`config.mk`:
```
export PLATFORM = sky130hd
export DESIGN_NAME = cache_flat
export DESIGN_NICKNAME = d
export VERILOG_FILES = /design/src/rtl/cache_pkg.sv /design/src/rtl/cache_if.sv /design/src/rtl/cache_array.sv /design/src/rtl/cache.sv /design/src/flat_wrapper.sv
export SDC_FILE = /design/constraint.sdc
export NUM_CORES = 2
export LEC_CHECK = 0
export CAP_MARGIN = 20
export CELL_PAD_IN_SITES_DETAIL_PLACEMENT = 2
export CELL_PAD_IN_SITES_GLOBAL_PLACEMENT = 2
export CORE_UTILIZATION = 49
export CTS_BUF_LIST = sky130_fd_sc_hd__clkbuf_8
export DETAILED_ROUTE_END_ITERATION = 8
export PLACE_DENSITY_LB_ADDON = 0.1
export REMOVE_ABC_BUFFERS = 1
export SKIP_CTS_REPAIR_TIMING = 1
export SLEW_MARGIN = 20
export SYNTH_ARGS = -nofsm -noshare
export SYNTH_HDL_FRONTEND = slang
export SYNTH_HIERARCHICAL = 1
export SYNTH_SLANG_ARGS = --single-unit
export TNS_END_PERCENT = 5
```
`constraint.sdc`:
```
create_clock -name clk -period 79.8 [get_ports clk]
set_clock_uncertainty 0.2 [all_clocks]
set_input_delay 23.94 -clock clk [delete_from_list [all_inputs] [get_ports clk]]
set_output_delay 23.94 -clock clk [all_outputs]
set_load 0.01 [all_outputs]
```
`src/rtl/cache_pkg.sv`:
```
// Shared types for the direct-mapped write-back cache: FSM states, line type, default geometry.
// The optional statistics counters are enabled with the CACHE_STATS_EN macro (see cache.sv).
package cache_types;

  localparam int DEF_S_INDEX  = 3;
  localparam int DEF_S_OFFSET = 5;

  typedef logic [255:0] cache_line_t;

  typedef enum logic [1:0] {
    CHECK,
    WRITEBACK,
    ALLOCATE
  } cache_state_t;

  // Merge one 32-bit word into a line, byte lane by byte lane.
  function automatic cache_line_t merge_word(cache_line_t line, logic [2:0] word,
                                             logic [3:0] be, logic [31:0] data);
    cache_line_t r;
    r = line;
    for (int b = 0; b < 4; b++)
      if (be[b]) r[int'(word)*32 + b*8 +: 8] = data[b*8 +: 8];
    return r;
  endfunction

endpackage

```
`src/rtl/cache_if.sv`:
```
// CPU-side and physical-memory-side bus of the cache; the cache is the slave modport,
// the CPU/memory environment is the master modport.
interface cache_if;
  import cache_types::*;

  logic        mem_read;
  logic        mem_write;
  logic [3:0]  mem_byte_enable;
  logic [31:0] mem_address;
  logic [31:0] mem_wdata;
  logic        mem_resp;
  logic [31:0] mem_rdata;

  logic        pmem_read;
  logic        pmem_write;
  logic [31:0] pmem_address;
  cache_line_t pmem_wdata;
  logic        pmem_resp;
  cache_line_t pmem_rdata;

  modport slave (
    input  mem_read, mem_write, mem_byte_enable, mem_address, mem_wdata,
    output mem_resp, mem_rdata,
    output pmem_read, pmem_write, pmem_address, pmem_wdata,
    input  pmem_resp, pmem_rdata
  );

  modport master (
    output mem_read, mem_write, mem_byte_enable, mem_address, mem_wdata,
    input  mem_resp, mem_rdata,
    input  pmem_read, pmem_write, pmem_address, pmem_wdata,
    output pmem_resp, pmem_rdata
  );
endinterface

```
`src/rtl/cache_array.sv`:
```
// Per-set line storage: asynchronous read, synchronous fill / byte-merged word write.
// Only valid and dirty bits are reset; data and tags keep whatever they held.
module cache_array
  import cache_types::*;
#(
  parameter int S_INDEX = DEF_S_INDEX,
  parameter int TAG_W   = 32 - DEF_S_INDEX - DEF_S_OFFSET
) (
  input  logic               clk,
  input  logic               rst,
  input  logic [S_INDEX-1:0] index_i,
  output cache_line_t        data_o,
  output logic [TAG_W-1:0]   tag_o,
  output logic               valid_o,
  output logic               dirty_o,
  input  logic               fill_i,
  input  logic [TAG_W-1:0]   fill_tag_i,
  input  cache_line_t        fill_data_i,
  input  logic               wr_i,
  input  logic [2:0]         wr_word_i,
  input  logic [3:0]         wr_be_i,
  input  logic [31:0]        wr_data_i
);
  localparam int SETS = 1 << S_INDEX;

  cache_line_t        data_q [SETS];
  logic [TAG_W-1:0]   tag_q  [SETS];
  logic [SETS-1:0]    valid_q;
  logic [SETS-1:0]    dirty_q;

  assign data_o  = data_q[index_i];
  assign tag_o   = tag_q[index_i];
  assign valid_o = valid_q[index_i];
  assign dirty_o = dirty_q[index_i];

  always_ff @(posedge clk) begin
    if (fill_i) begin
      data_q[index_i] <= fill_data_i;
      tag_q[index_i]  <= fill_tag_i;
    end else if (wr_i) begin
      data_q[index_i] <= merge_word(data_q[index_i], wr_word_i, wr_be_i, wr_data_i);
    end
  end

  always_ff @(posedge clk) begin
    if (rst) begin
      valid_q <= '0;
      dirty_q <= '0;
    end else if (fill_i) begin
      valid_q[index_i] <= 1'b1;
      dirty_q[index_i] <= 1'b0;
    end else if (wr_i) begin
      dirty_q[index_i] <= 1'b1;
    end
  end
endmodule

```
`src/rtl/cache.sv`:
```
// Direct-mapped write-back/write-allocate cache: hit compare, CHECK/WRITEBACK/ALLOCATE FSM,
// pmem address mux. Define CACHE_STATS_EN to add access/miss/writeback counters.
module cache
  import cache_types::*;
#(
  parameter int S_INDEX  = DEF_S_INDEX,
  parameter int S_OFFSET = DEF_S_OFFSET
) (
  input  logic        clk,
  input  logic        rst,
  cache_if.slave      bus
`ifdef CACHE_STATS_EN
  ,
  output logic [31:0] access_count,
  output logic [31:0] miss_count,
  output logic [31:0] wb_count
`endif
);
  localparam int TAG_W = 32 - S_INDEX - S_OFFSET;

  cache_state_t       state_q, state_d;
  logic [S_INDEX-1:0] idx;
  logic [TAG_W-1:0]   req_tag;
  logic [2:0]         word;
  cache_line_t        line;
  logic [TAG_W-1:0]   line_tag;
  logic               line_valid, line_dirty;
  logic               req, hit, fill, wr, wb_done;
  logic               unused_addr;

  assign idx         = bus.mem_address[S_OFFSET +: S_INDEX];
  assign req_tag     = bus.mem_address[31 -: TAG_W];
  assign word        = bus.mem_address[S_OFFSET-1:2];
  assign unused_addr = ^bus.mem_address[1:0];
  assign req         = bus.mem_read | bus.mem_write;
  assign hit         = line_valid && (line_tag == req_tag);

  cache_array #(.S_INDEX(S_INDEX), .TAG_W(TAG_W)) u_array (
    .clk         (clk),
    .rst         (rst),
    .index_i     (idx),
    .data_o      (line),
    .tag_o       (line_tag),
    .valid_o     (line_valid),
    .dirty_o     (line_dirty),
    .fill_i      (fill),
    .fill_tag_i  (req_tag),
    .fill_data_i (bus.pmem_rdata),
    .wr_i        (wr),
    .wr_word_i   (word),
    .wr_be_i     (bus.mem_byte_enable),
    .wr_data_i   (bus.mem_wdata)
  );

  always_ff @(posedge clk) begin
    if (rst) state_q <= CHECK;
    else     state_q <= state_d;
  end

  // Everything is gated by rst so an abandoned miss drops its pmem strobe in the reset cycle.
  always_comb begin
    state_d          = state_q;
    bus.mem_resp     = 1'b0;
    bus.mem_rdata    = '0;
    bus.pmem_read    = 1'b0;
    bus.pmem_write   = 1'b0;
    bus.pmem_address = '0;
    bus.pmem_wdata   = '0;
    fill             = 1'b0;
    wr               = 1'b0;
    wb_done          = 1'b0;
    if (!rst) begin
      case (state_q)
        CHECK: begin
          if (req) begin
            if (hit) begin
              bus.mem_resp  = 1'b1;
              bus.mem_rdata = line[int'(word)*32 +: 32];
              wr            = bus.mem_write;
            end else begin
              state_d = (line_valid && line_dirty) ? WRITEBACK : ALLOCATE;
            end
          end
        end
        WRITEBACK: begin
          bus.pmem_write   = 1'b1;
          bus.pmem_address = {line_tag, idx, {S_OFFSET{1'b0}}};
          bus.pmem_wdata   = line;
          if (bus.pmem_resp) begin
            wb_done = 1'b1;
            state_d = ALLOCATE;
          end
        end
        ALLOCATE: begin
          bus.pmem_read    = 1'b1;
          bus.pmem_address = {req_tag, idx, {S_OFFSET{1'b0}}};
          if (bus.pmem_resp) begin
            fill    = 1'b1;
            state_d = CHECK;
          end
        end
        default: state_d = CHECK;
      endcase
    end
  end

`ifdef CACHE_STATS_EN
  logic [31:0] access_q, miss_q, wb_q;

  always_ff @(posedge clk) begin
    if (rst) begin
      access_q <= '0;
      miss_q   <= '0;
      wb_q     <= '0;
    end else begin
      if (bus.mem_resp) access_q <= access_q + 32'd1;
      if (fill)         miss_q   <= miss_q + 32'd1;
      if (wb_done)      wb_q     <= wb_q + 32'd1;
    end
  end

  assign access_count = access_q;
  assign miss_count   = miss_q;
  assign wb_count     = wb_q;
`endif
endmodule
```
`src/flat_wrapper.sv`:
```
// flat-port wrapper written by rule: the top's interface ports become plain ports
module cache_flat import cache_types::*;
#(
  parameter int S_INDEX  = DEF_S_INDEX,
  parameter int S_OFFSET = DEF_S_OFFSET
)
  (clk, rst, bus_mem_read, bus_mem_write, bus_mem_byte_enable, bus_mem_address, bus_mem_wdata, bus_mem_resp, bus_mem_rdata, bus_pmem_read, bus_pmem_write, bus_pmem_address, bus_pmem_wdata, bus_pmem_resp, bus_pmem_rdata);
  cache_if bus_i ();
  input  logic clk;
  input  logic rst;
  input wire logic [$bits(bus_i.mem_read)-1:0] bus_mem_read;
  input wire logic [$bits(bus_i.mem_write)-1:0] bus_mem_write;
  input wire logic [$bits(bus_i.mem_byte_enable)-1:0] bus_mem_byte_enable;
  input wire logic [$bits(bus_i.mem_address)-1:0] bus_mem_address;
  input wire logic [$bits(bus_i.mem_wdata)-1:0] bus_mem_wdata;
  output wire logic [$bits(bus_i.mem_resp)-1:0] bus_mem_resp;
  output wire logic [$bits(bus_i.mem_rdata)-1:0] bus_mem_rdata;
  output wire logic [$bits(bus_i.pmem_read)-1:0] bus_pmem_read;
  output wire logic [$bits(bus_i.pmem_write)-1:0] bus_pmem_write;
  output wire logic [$bits(bus_i.pmem_address)-1:0] bus_pmem_address;
  output wire logic [$bits(bus_i.pmem_wdata)-1:0] bus_pmem_wdata;
  input wire logic [$bits(bus_i.pmem_resp)-1:0] bus_pmem_resp;
  input wire logic [$bits(bus_i.pmem_rdata)-1:0] bus_pmem_rdata;
  assign bus_i.mem_read = bus_mem_read;
  assign bus_i.mem_write = bus_mem_write;
  assign bus_i.mem_byte_enable = bus_mem_byte_enable;
  assign bus_i.mem_address = bus_mem_address;
  assign bus_i.mem_wdata = bus_mem_wdata;
  assign bus_mem_resp = bus_i.mem_resp;
  assign bus_mem_rdata = bus_i.mem_rdata;
  assign bus_pmem_read = bus_i.pmem_read;
  assign bus_pmem_write = bus_i.pmem_write;
  assign bus_pmem_address = bus_i.pmem_address;
  assign bus_pmem_wdata = bus_i.pmem_wdata;
  assign bus_i.pmem_resp = bus_pmem_resp;
  assign bus_i.pmem_rdata = bus_pmem_rdata;
  cache #(.S_INDEX(S_INDEX), .S_OFFSET(S_OFFSET)) u_core (.clk(clk), .rst(rst), .bus(bus_i));
endmodule
```
==> impl_metrics.py <==
metrics = {
    "logic_synthesis": {
        "yosysWarningCount": 6,
        "synth_edf_count": 2240,
        "avgSynthCellArea_um2": 16.9,
        "async_flop_share_pct": 0,
        "syn_area_um2": 95600,
        "synth_seq_cells": 2258,
        "seq_area_frac_synth_pct": 70.7,
        "synth-main-ff-cell": "edfxtp_1",
        "synth_cell_types": 75,
        "synthCells": 5671,
    },
    "clocking": {
        "cts-htree-levels": 5,
        "clk_pin_slew_ps": 60,
        "cts_tree": "yes",
        "clk_latency_ps": 1090,
        "clock-sinks": 2258,
        "clock-root-buffer": "clkbuf_8",
        "cts_buffers": 391,
        "cts.path.max_buffers": 4,
    },
    "finish": {
        "layout_commonest_cell": "edfxtp_1",
        "fill_cells": 16400,
        "fin_nets": 6821,
        "final_cell_area_um2": 112000,
        "final_cell_mix": "edfxtp_1, clkdlybuf4s50_1, clkbuf_8",
        "synthToLayoutAreaGrowth_pct": 17.0,
        "drive_gt1_share_pct": 17.9,
    },
    "placement": {
        "hpwl_mm": 229,
        "placed_area_um2": 105000,
        "gp_congestion": 0.819,
        "port_buffers": 644,
        "post-place-ws_ps": 25040,
    },
    "route": {
        "via_per_inst": 7.06,
        "first_pass_iters": 5,
        "drtIter0Drc": 8376,
        "wire_per_inst_um": 44.1,
        "num_vias": 65800,
        "routed_wl_mm": 410,
        "drtAntennaViolNets": 0,
        "drc": 0,
    },
    "floorplan": {
        "num_io_pins": 652,
        "num_rows": 161,
        "initial_core_util_pct": 49.5,
        "coreArea_um2": 193000,
        "die_w_um": 444,
        "die-area_um2": 197000,
        "dieHeight_um": 444,
    },
    "worst_hold_path": {
        "min_path_type": "reg2reg",
        "min_delay_path_depth": 2,
    },
    "pwr": {
        "power_frac_comb_pct": 8.3,
        "p_switching_mw": 0.661,
        "power_density_nw_per_um2": 22.6,
        "sw_frac_of_total_pct": 26.1,
        "vdd_drop_max_uv": 11.1,
        "pwr-share-clk_pct": 39.7,
        "p_seq_share_pct": 52.0,
        "power.leakage_nw": 37.7,
        "intPower_mw": 1.87,
    },
    "setup_path": {
        "cp_data_required_time_ps": 55660,
        "r2r_cells": 14,
        "critPathKind": "in2out",
        "cp.arrival_ps": 30720,
        "cp_max_fo": 60,
        "cp-end-kind": "output pin",
        "cp-start-kind": "input port",
    },
    "timing": {
        "final-setup-viol-count": 0,
        "worst_pin_slew_ps": 1280,
        "rsz0062_at_grt": "false",
        "tns_ps": 0,
        "hold_violations": 0,
        "drv_slew": 0,
        "fmax_mhz": 18.2,
        "relSlewSlack_pct": 14.6,
        "finalCriticalPeriod_ps": 54860,
        "fin_ws_ps": 24940,
        "post-route-period-util_pct": 68.8,
    },
    "status": {
        "status": "complete, no violations",
    },
    "global_routing": {
        "gr-total-overflow": 0,
        "grt_max_degree": 258,
        "antenna_found_initial": 18,
        "grt_pass1_vias": 70000,
        "grt_use_total_pct": 41.2,
        "grt_pass1_wl_mm": 567,
    },
    "run": {
        "drv_cap": 0,
    },
}
[layout make-up]
class	count	area [um^2]	area share, %
clock buffers	399	5490	4.91
diodes	19	47.5	0.0425
flip-flops and latches	2258	67600	60.5
well taps	2526	3160	2.83
repair buffers	829	7960	7.12
multi-input cells	2872	25700	23.0
inverters	130	497	0.444
clock inverters	278	1330	1.19
[worst max-delay path, stage by stage]
cell and delay, ps:
buf_8 390, buf_4 610, buf_4 550, buf_4 760, buf_4 820, buf_4 760, mux2i_1 280, o22ai_1 110
a221oi_1 750, inv_1 190, mux4_2 500, mux2i_1 210, nor2_1 70, clkdlybuf4s50_1 540
[state kept, by name, indices dropped and copies added (netlist names), named ones only]
register                count
u_core/u_array/data_q    2048
u_core/u_array/tag_q      192
u_core/u_array/valid_q      8
u_core/state_q              2
[power by group through the flow]
stage | combinational (mW) | sequential [mW] | clock, mW
after floorplan | 0.0858 | 1.34 | 0
after CTS | 0.204 | 1.31 | 1.01
after detailed placement | 0.199 | 1.34 | 0
after global routing | 0.213 | 1.31 | 1.05
after global placement | 0.187 | 1.34 | 0
final | 0.210 | 1.31 | 1.00
[per-stage QoR]
step	std cells	hold slack, ps	utilization, %	power (mW)
final	9311	307	57.9	2.53
after floorplan	5260	235	-	1.43
after detailed placement	8607	272	54.3	1.54
after global placement	8607	246	54.3	1.53
after CTS	9284	302	57.8	2.53
after global routing	9298	342	57.9	2.58
[per-layer routing]
metal / track usage (%) / wire (um) / vias up
met5: 0 / 13 / -
met1: 50.6 / 144000 / 34700
met3: 7.92 / 38800 / 1312
met2: 67.5 / 200000 / 5125
li1: - / - / 24600
met4: 25.1 / 27900 / 2
[cells by family after synthesis]
kind of cell | Yosys count | share of synthesized area, %
flops | 2258 | 70.7
fa+ha+maj | 10 | 0.131
xor+xnor | 26 | 0.246
buf+inv | 545 | 2.75
other cells | 1 | 0.00392
compound gates | 1081 | 9.05
simple gates | 1001 | 5.18
mux | 749 | 11.9
[synthesized netlist by cell type (12+ instances only)]
master	count	area, um^2
a211oi_1	21	158
nor4_1	13	81.3
a311oi_1	23	201
and2_1	303	1900
clkbuf_1	178	668
inv_1	124	465
nor3_1	29	145
o221a_2	12	135
dfxtp_1	18	360
a221o_1	88	881
nor2_1	175	657
mux2i_1	300	3000
a221oi_1	146	1280
a31oi_1	25	156
a21oi_1	79	395
o21ai_0	46	230
o221ai_1	105	920
edfxtp_1	2240	67300
mux4_2	297	6690
a32o_1	12	120
buf_6	22	248
a22o_1	113	990
nand2_1	350	1310
o211ai_1	24	180
mux2_2	152	1710
a31o_2	13	114
a22oi_1	123	923
o22ai_1	51	319
buf_1	23	86.3
buf_2	129	646
xor2_1	14	123
a21o_1	53	398
nand4_1	22	138
o2bb2ai_1	35	307
and3_1	20	125
nor2b_1	19	119
buf_4	57	428
o22a_1	52	455
nand2b_1	23	144
[path summary, 6_finish.rpt]
path | startpoint | end | slack, ps
worst min register to register | u_core/u_array/valid_q[4] | u_core/u_array/valid_q[4] | 310
worst max register to register | u_core/u_array/tag_q[2][19] | u_core/u_array/data_q[7][254] | 71460
worst min-delay path | u_core/u_array/valid_q[4] | u_core/u_array/valid_q[4] | 310
worst max-delay path | bus_mem_address[5] | bus_mem_rdata[29] | 24940
No activity file was read; power rests on OpenSTA's default activity.
